## config.mk

```make
export PLATFORM = sky130hd
export DESIGN_NAME = data_ctrl
export DESIGN_NICKNAME = d
export VERILOG_FILES = /design/src/rtl/data_ctrl.sv
export SDC_FILE = /design/constraint.sdc
export NUM_CORES = 1
export LEC_CHECK = 0
export ABC_AREA = 1
export ABC_CLOCK_PERIOD_IN_PS = 4300
export CORE_AREA = 2 2 103 155
export DETAILED_ROUTE_END_ITERATION = 7
export DIE_AREA = 0 0 105 157
export GPL_TIMING_DRIVEN = 1
export PLACE_DENSITY = 0.95
export SLEW_MARGIN = 20
export SYNTH_ARGS = -nofsm -noshare
export SYNTH_HDL_FRONTEND = slang
export SYNTH_SLANG_ARGS = --single-unit
```

## constraint.sdc

```tcl
create_clock -name clk_in -period 4.3 [get_ports clk_in]
set_input_delay 0.86 -clock clk_in [delete_from_list [all_inputs] [get_ports clk_in]]
set_output_delay 0.86 -clock clk_in [all_outputs]
set_load 0.01 [all_outputs]
```

## src/rtl/data_ctrl.sv

```systemverilog
// data_ctrl: serves committed ROB stores and load-buffer loads on a byte-wide
// synchronous memory bus, one byte per cycle, little-endian.
module data_ctrl #(
   parameter int unsigned           ADDR_WIDTH = 32,
   parameter int unsigned           DATA_WIDTH = 32,
   parameter logic [ADDR_WIDTH-1:0] IO_BASE    = 'h30000
) (
   input  logic                  clk_in,
   input  logic                  rst_in,
   input  logic                  rdy_in,
   input  logic                  rob_rst_in,
   input  logic                  io_buffer_full_in,
   input  logic                  rob_datactrl_en_in,
   input  logic [ADDR_WIDTH-1:0] rob_datactrl_addr_in,
   input  logic [2:0]            rob_datactrl_width_in,
   input  logic [DATA_WIDTH-1:0] rob_datactrl_data_in,
   output logic                  datactrl_rob_en_out,
   input  logic                  lbuffer_datactrl_en_in,
   input  logic [ADDR_WIDTH-1:0] lbuffer_datactrl_addr_in,
   input  logic [2:0]            lbuffer_datactrl_width_in,
   input  logic                  lbuffer_datactrl_signed_in,
   output logic                  datactrl_lbuffer_en_out,
   output logic [DATA_WIDTH-1:0] datactrl_lbuffer_data_out,
   input  logic [7:0]            mem_din,
   output logic [7:0]            mem_dout,
   output logic [ADDR_WIDTH-1:0] mem_a,
   output logic                  mem_wr,
   output logic [1:0]            dbg_state
);

   // Handshake: a requester holds en (with address/width/data stable) until it
   // sees its one-cycle done pulse; no request is sampled while a pulse is out.

   localparam logic [1:0] S_IDLE  = 2'd0;
   localparam logic [1:0] S_STORE = 2'd1;
   localparam logic [1:0] S_LOAD  = 2'd2;
   localparam logic [1:0] S_LWAIT = 2'd3;

   localparam logic [ADDR_WIDTH-1:0] ADDR_ONE = {{(ADDR_WIDTH-1){1'b0}}, 1'b1};

   logic [1:0]            state;
   logic [2:0]            cnt;
   logic [2:0]            len;
   logic                  sgn;
   logic [DATA_WIDTH-1:0] sdata;
   logic [DATA_WIDTH-1:0] asm_q;

   logic [2:0]            st_len;
   logic [2:0]            ld_len;
   logic                  idle_ok;
   logic                  store_io_stall;
   logic                  store_go;
   logic                  load_go;
   logic [DATA_WIDTH-1:0] load_word;
   logic [DATA_WIDTH-1:0] load_ext;

   function automatic logic [2:0] width_len(input logic [2:0] w);
      case (w)
         3'b100:  width_len = 3'd4;
         3'b010:  width_len = 3'd2;
         default: width_len = 3'd1;
      endcase
   endfunction

   function automatic logic [7:0] byte_sel(input logic [DATA_WIDTH-1:0] d,
                                           input logic [1:0] idx);
      case (idx)
         2'd0:    byte_sel = d[7:0];
         2'd1:    byte_sel = d[15:8];
         2'd2:    byte_sel = d[23:16];
         default: byte_sel = d[31:24];
      endcase
   endfunction

   assign dbg_state = state;

   // Arbitration: the ack cycle is never a sampling cycle, stores win over loads,
   // and a flush only suppresses load acceptance.
   always_comb begin
      st_len         = width_len(rob_datactrl_width_in);
      ld_len         = width_len(lbuffer_datactrl_width_in);
      idle_ok        = (state == S_IDLE) && !datactrl_rob_en_out && !datactrl_lbuffer_en_out;
      store_io_stall = (rob_datactrl_addr_in >= IO_BASE) && io_buffer_full_in;
      store_go       = idle_ok && rob_datactrl_en_in && (rob_datactrl_width_in != 3'b000)
                       && !store_io_stall;
      load_go        = idle_ok && lbuffer_datactrl_en_in && (lbuffer_datactrl_width_in != 3'b000)
                       && !store_go && !rob_rst_in;
   end

   // Final byte of a load arrives in the LWAIT cycle; merge it before extending.
   always_comb begin
      load_word = asm_q;
      case (cnt)
         3'd1:    load_word[7:0]   = mem_din;
         3'd2:    load_word[15:8]  = mem_din;
         3'd3:    load_word[23:16] = mem_din;
         default: load_word[31:24] = mem_din;
      endcase
      case (len)
         3'd1:    load_ext = sgn ? {{(DATA_WIDTH-8){load_word[7]}}, load_word[7:0]}
                                 : {{(DATA_WIDTH-8){1'b0}}, load_word[7:0]};
         3'd2:    load_ext = sgn ? {{(DATA_WIDTH-16){load_word[15]}}, load_word[15:0]}
                                 : {{(DATA_WIDTH-16){1'b0}}, load_word[15:0]};
         default: load_ext = load_word;
      endcase
   end

   always_ff @(posedge clk_in) begin
      if (rst_in) begin
         state                     <= S_IDLE;
         cnt                       <= 3'd0;
         len                       <= 3'd0;
         sgn                       <= 1'b0;
         sdata                     <= '0;
         asm_q                     <= '0;
         datactrl_rob_en_out       <= 1'b0;
         datactrl_lbuffer_en_out   <= 1'b0;
         datactrl_lbuffer_data_out <= '0;
         mem_dout                  <= 8'h00;
         mem_a                     <= '0;
         mem_wr                    <= 1'b0;
      end else if (rdy_in) begin
         datactrl_rob_en_out     <= 1'b0;
         datactrl_lbuffer_en_out <= 1'b0;
         case (state)
            S_IDLE: begin
               if (store_go) begin
                  state    <= S_STORE;
                  mem_wr   <= 1'b1;
                  mem_a    <= rob_datactrl_addr_in;
                  mem_dout <= rob_datactrl_data_in[7:0];
                  sdata    <= rob_datactrl_data_in;
                  len      <= st_len;
                  cnt      <= 3'd1;
               end else if (load_go) begin
                  state  <= S_LOAD;
                  mem_wr <= 1'b0;
                  mem_a  <= lbuffer_datactrl_addr_in;
                  len    <= ld_len;
                  sgn    <= lbuffer_datactrl_signed_in;
                  cnt    <= 3'd1;
                  asm_q  <= '0;
               end
            end
            // cnt counts bytes already driven; stores ignore flushes.
            S_STORE: begin
               if (cnt < len) begin
                  mem_a    <= mem_a + ADDR_ONE;
                  mem_dout <= byte_sel(sdata, cnt[1:0]);
                  cnt      <= cnt + 3'd1;
               end else begin
                  mem_wr              <= 1'b0;
                  datactrl_rob_en_out <= 1'b1;
                  state               <= S_IDLE;
               end
            end
            // mem_din lags mem_a by one cycle, so byte cnt-2 is on the bus now.
            S_LOAD: begin
               if (rob_rst_in) begin
                  state  <= S_IDLE;
                  mem_wr <= 1'b0;
               end else begin
                  case (cnt)
                     3'd2:    asm_q[7:0]   <= mem_din;
                     3'd3:    asm_q[15:8]  <= mem_din;
                     3'd4:    asm_q[23:16] <= mem_din;
                     default: ;
                  endcase
                  if (cnt < len) begin
                     mem_a <= mem_a + ADDR_ONE;
                     cnt   <= cnt + 3'd1;
                  end else begin
                     state <= S_LWAIT;
                  end
               end
            end
            default: begin
               if (rob_rst_in) begin
                  state  <= S_IDLE;
                  mem_wr <= 1'b0;
               end else begin
                  datactrl_lbuffer_data_out <= load_ext;
                  datactrl_lbuffer_en_out   <= 1'b1;
                  state                     <= S_IDLE;
               end
            end
         endcase
      end
   end

endmodule

```

# == Word-level counts from Yosys, hierarchy flattened ==
# Cells that the tools add are included.
# totals
reg_bits,140
latchBits,0
ramBits,0
rom_bits,0
input_bits,118
n_memories,0
# classes
addsub,2
n_mul,0
div_mod_pow,0
magnitude_cmp,2
n_eq_ne,25
n_shift,0
mux,47
n_bitwise,3
n_reduce_logical,37
# op_table
operator,count
$mux 32,6
$pmux 32 s3,1
$mux 24,3
$mux 8,9
$pmux 32 s2,1
$pmux 24 s2,1
$add 32x1->32 const B,1
$ge 32x18->1 const B,1
$pmux 8 s3,1
$reduce_and 4->1,5
$mux 3,6
$reduce_and 6->1,3
$pmux 8 s2,1
$eq 3x2->1 const B,5
$ne 2x2->1 const B,6
$pmux 3 s2,2
$reduce_bool 3->1,4
$logic_and 1x1->1,10
$mux 2,5
$eq 3x3->1 const B,3
$pmux 3 s3,1
$reduce_and 3->1,3
$mux 1,8
$eq 3x1->1 const B,2
other kinds (13),28

# == Longest topological paths before layout ==
# logic_depth
word_depth,12
ltp_mapped,14
ltp_nobuf,13

# == Least setup slack after synthesis ==
# No wires, ideal clock.
# synth_timing
path_type,in2reg
start,input rob_datactrl_addr_in[19]
end,register mem_a[6]
setup_ns,0.115
t_arrival_ns,2.075
required_ns,4.185
slack_ns,2.110
stages,12
cell_sequence,nor2_1 > nand2_1 > nor2_1 > nand2_1 > nand2_1 > nand2_4 > nand3_2 > nand2_2 > inv_2 > buf_2 > nand3_1 > and2_1
# synth_via
elab_chain_len,9
# synth_rtl
element,line_no,rtl
from (decl),14,"input logic [ADDR_WIDTH-1:0] rob_datactrl_addr_in,"
$ge 32x18->1 *,83,store_io_stall = (rob_datactrl_addr_in >= IO_BASE) && io_buffer_full_in;
$logic_and 1x1->1 *,83,
$logic_not 1->1 *,85,&& !store_io_stall;
$logic_and 1x1->1 *,85,
$logic_not 1->1,87,&& !store_go && !rob_rst_in;
$logic_and 1x1->1 (2 in series),87,
$ne 3x3->1 (no line),-,
$reduce_and 4->1 (no line),-,
to (signal assigned),130,mem_a <= rob_datactrl_addr_in;
to (signal assigned),138,mem_a <= lbuffer_datactrl_addr_in;
to (signal assigned),148,mem_a <= mem_a + ADDR_ONE;
to (decl),26,"output logic [ADDR_WIDTH-1:0] mem_a,"
# Every way passes the cells marked *; elsewhere a longest branch is shown, timed or not.
# A chain may end at the register's enable or synchronous reset.

# == Final worst setup path ==
# layout_timing
start,"register state[0], in the netlist dbg_state[0]"
end,register sdata[4]
# layout_via
elab_chain_len,7
# layout_rtl
element,line_no,rtl
from (decl),41,logic [1:0] state;
from (signal assigned),110,state <= S_IDLE;
from (signal assigned),128,state <= S_STORE;
from (signal assigned),136,state <= S_LOAD;
$logic_not 2->1 *,"82, 125",
$logic_and 1x1->1 (2 in series),82,idle_ok = (state == S_IDLE) && !datactrl_rob_en_out && !datactrl_lbuffer_en_out;
$logic_and 1x1->1 (2 in series),84,store_go = idle_ok && rob_datactrl_en_in && (rob_datactrl_width_in != 3'b000)
$logic_and 1x1->1,85,
$reduce_and 3->1 (no line) *,-,
to (signal assigned),132,sdata <= rob_datactrl_data_in;
to (decl),45,logic [DATA_WIDTH-1:0] sdata;
# Marks and branches as above.

==> results.tsv <==
stage	metric	value	unit
status	status	completed	
setup_path	worstPathCellList	inv_1 > ha_1 > inv_1 > nor3_2 > nand2_1 > nor2_4 > nand2_4 > inv_2 > nand2_1 > buf_4 > o21ai_0 > a21oi_1	
pwr	p_switching	2.00	mW
global_routing	antenna_found_initial	0	
clock_tree	cts_tree	yes	
drt	antenna_left	0	
setup_path	cp_slowest_stage_delay	0.49	ns
placement	gp_congestion	0.979	
flow_run	drv_cap	0	
clock_tree	clkTransAtPathRegs	0.06	ns
setup_path	crit_slowest_cell	nor2_4	
logic_synthesis	synth_edf_count	0	
pwr	clkPwrFrac	27.2	%
clock_tree	htree_num_levels	4	
hold_path	hold_end	sdata[1]	
die	io_pins	195	
pwr	p_sw_share	39.4	%
logic_synthesis	synth_fp_nets	1422	
pwr	max-vdd-ir-drop	267	µV
logic_synthesis	synth_cells	1292	
logic_synthesis	synth_cell_types	30	
drt	post_drt_wl_per_cell	14.7	µm
sta	fin_skew	0.00944	ns
drt	drtIter0Drc	483	
placement	place_area	10100	µm²
hold_path	hp-class	reg2reg	
logic_synthesis	synth_top_area_share	34.7	%
sta	tightest_slew	0.630	ns
global_routing	grt_pass1_wl	40000	µm
global_routing	grtUsageTotal	29.9	%
hold_path	whs_path_depth	2	
global_routing	grt_overflow	0	
sta	max_freq	297	MHz
drt	viasPerCell	5.31	
sta	min_period	3.37	ns
global_routing	grt_max_degree	55	
final_layout	area_growth	31.8	%
final_layout	n_antenna_cell	0	
sta	finalSetupViolCount	0	
hold_path	worstHoldStart	sdata[1]	
drt	vias	8839	
logic_synthesis	synth-seq-cells	140	
pwr	p_seq_share	33.7	%
die	core-area	15000	µm²
sta	timing.final.crit_share	78.4	%
die	dieArea	16500	µm²
setup_path	r2r_slack	0.93	ns
setup_path	critPathKind	reg2reg	
clock_tree	cts_num_sinks	140	
setup_path	crit_path_start_kind	flip-flop	
setup_path	path_max_fanout	48	
global_routing	grt_pass1_vias	8565	
sta	hold_violations	0	
placement	portBuffers	194	
die	die_x	105	µm
setup_path	worstPathRequired	4.58	ns
pwr	power.total	5.07	mW
final_layout	final_util	71.0	%
pwr	p_per_area	476	nW/µm²
final_layout	final_cell_mix	nand2_1, clkdlybuf4s50_1, inv_1	
clock_tree	cts_resized	0	
drt	wirelength	24400	µm
logic_synthesis	netlist_area	8080	µm²
placement	dp_slack	0.710	ns
logic_synthesis	netlist_top_cells_area	dfxtp_1, nand2_1, inv_1	
setup_path	reg2reg_depth	12	
clock_tree	cts-hold-fix-buffers	0	
clock_tree	clockBufferDepth	2	
clock_tree	clk_latency	0.41	ns
drt	first_pass_iters	5	
clock_tree	root_buffer	clkbuf_16	
drt	drc_errors	0	
clock_tree	cts_buffers	17	
logic_synthesis	yosysTopAreaCell	dfxtp_1	
final_layout	final_cell_area	10600	µm²
sta	postLayoutSetupSlackWorst	0.929	ns
die	rows	55	
die	initial_utilization	53.9	%
setup_path	worstPathArrival	3.66	ns
setup_path	r2r_end	sdata[4]	
pwr	power_leakage	4.67	nW
logic_synthesis	synth-seq-area-share	34.7	%
logic_synthesis	avgSynthCellArea	6.25	µm²
placement	dp_hpwl	18200	µm
sta	rsz0062_at_grt	no	
setup_path	r2r-start	dbg_state[0]	
setup_path	cp-end-kind	flip-flop	
sta	fin_tns_setup	0	ns
final_layout	drive_gt1_share	3.89	%
clock_tree	post_cts_buffers	0	
sta	slew_headroom	57.5	%
logic_synthesis	ys.flop_type	dfxtp_1	
final_layout	final_common_cell	nand2_1	
logic_synthesis	async_flop_share	0	%
die	die_h	157	µm
pwr	p_int	3.07	mW
logic_synthesis	synth_warnings	0	
sta	final_max_slew_viol_count	0	
pwr	power_frac_comb	39.1	%
final_layout	nNetsFinal	1583	
cell families after synthesis:
logic type | synth area share (%)
AOI/OAI and AO/OA | 16.0
DFF | 34.7
xor gates and xnor gates | 1.30
buffers and inverters | 12.2
and+or+nand+nor | 33.9
adders and majority gates | 1.86
power groups by stage:
stage          sequential (mW)  combinational (mW)  clock, mW
4_1_cts                   1.70                1.97       1.39
5_1_grt                   1.73                2.24       1.45
6_report                  1.71                1.98       1.38
3_3_place_gp              1.72                1.90          0
3_5_place_dp              1.73                1.95          0
2_1_floorplan             1.74                1.25          0
registers in the layout, summed over array words and instances (netlist names):
name                       cells
datactrl_lbuffer_data_out     32
mem_a                         32
sdata                         32
asm_q                         24
mem_dout                       8
cnt                            3
len                            3
dbg_state                      2
datactrl_lbuffer_en_out        1
datactrl_rob_en_out            1
mem_wr                         1
sgn                            1
routing by layer:
layer,global-route usage [%],vias to the layer above,routed length (µm)
met1,30.4,3931,8540
li1,-,4446,-
met3,5.76,92,1560
met2,56.2,370,12900
met4,18.2,0,1380
met5,0,-,0
cell type report:
cell class / count / area, µm²
clock buffers: 18 / 439
clock inverters: 14 / 123
fillers: 1309 / 4360
inverters: 188 / 706
multi-input cells: 900 / 4300
flip-flops and latches: 140 / 2800
well taps: 199 / 249
repair buffers: 206 / 2030
through the flow:
stage	cells	hold WS, ns
CTS	1665	0.455
detailed placement	1633	0.444
global placement	1633	0.439
finish	1665	0.457
global route	1665	0.475
floorplan	1292	0.430
critical path: cells and delay by family, from the launching register on:
kind / cells / cell delay, ns
simple gates: 5 / 1.30
compound gates: 2 / 0.29
fa+ha+maj: 1 / 0.34
flops: 1 / 0.35
buf+inv: 4 / 0.95
Yosys cell counts (all sizes together), types with 3 or more instances:
cell type,number
a21oi,117
and2,15
buf,26
clkbuf,38
clkinv,3
dfxtp,140
ha,12
inv,185
nand2,334
nand3,95
nand3b,26
nand4,19
nor2,139
nor3,6
o211ai,30
o21ai,83
o22ai,9
xor2,12
worst max path at each step:
stage	startpoint	to	slack [ns]	cells past startpoint
2_1_floorplan	rob_datactrl_addr_in[19]	mem_a[6]	2.11	12
3_3_place_gp	rob_datactrl_width_in[1]	sdata[8]	0.84	9
3_5_place_dp	rob_datactrl_width_in[1]	sdata[1]	0.71	9
4_1_cts	dbg_state[0]	sdata[4]	0.95	12
5_1_grt	dbg_state[1]	len[1]	0.62	11
6_report	dbg_state[0]	sdata[4]	0.93	12
Note: power is estimated with default switching activity, not from simulation.
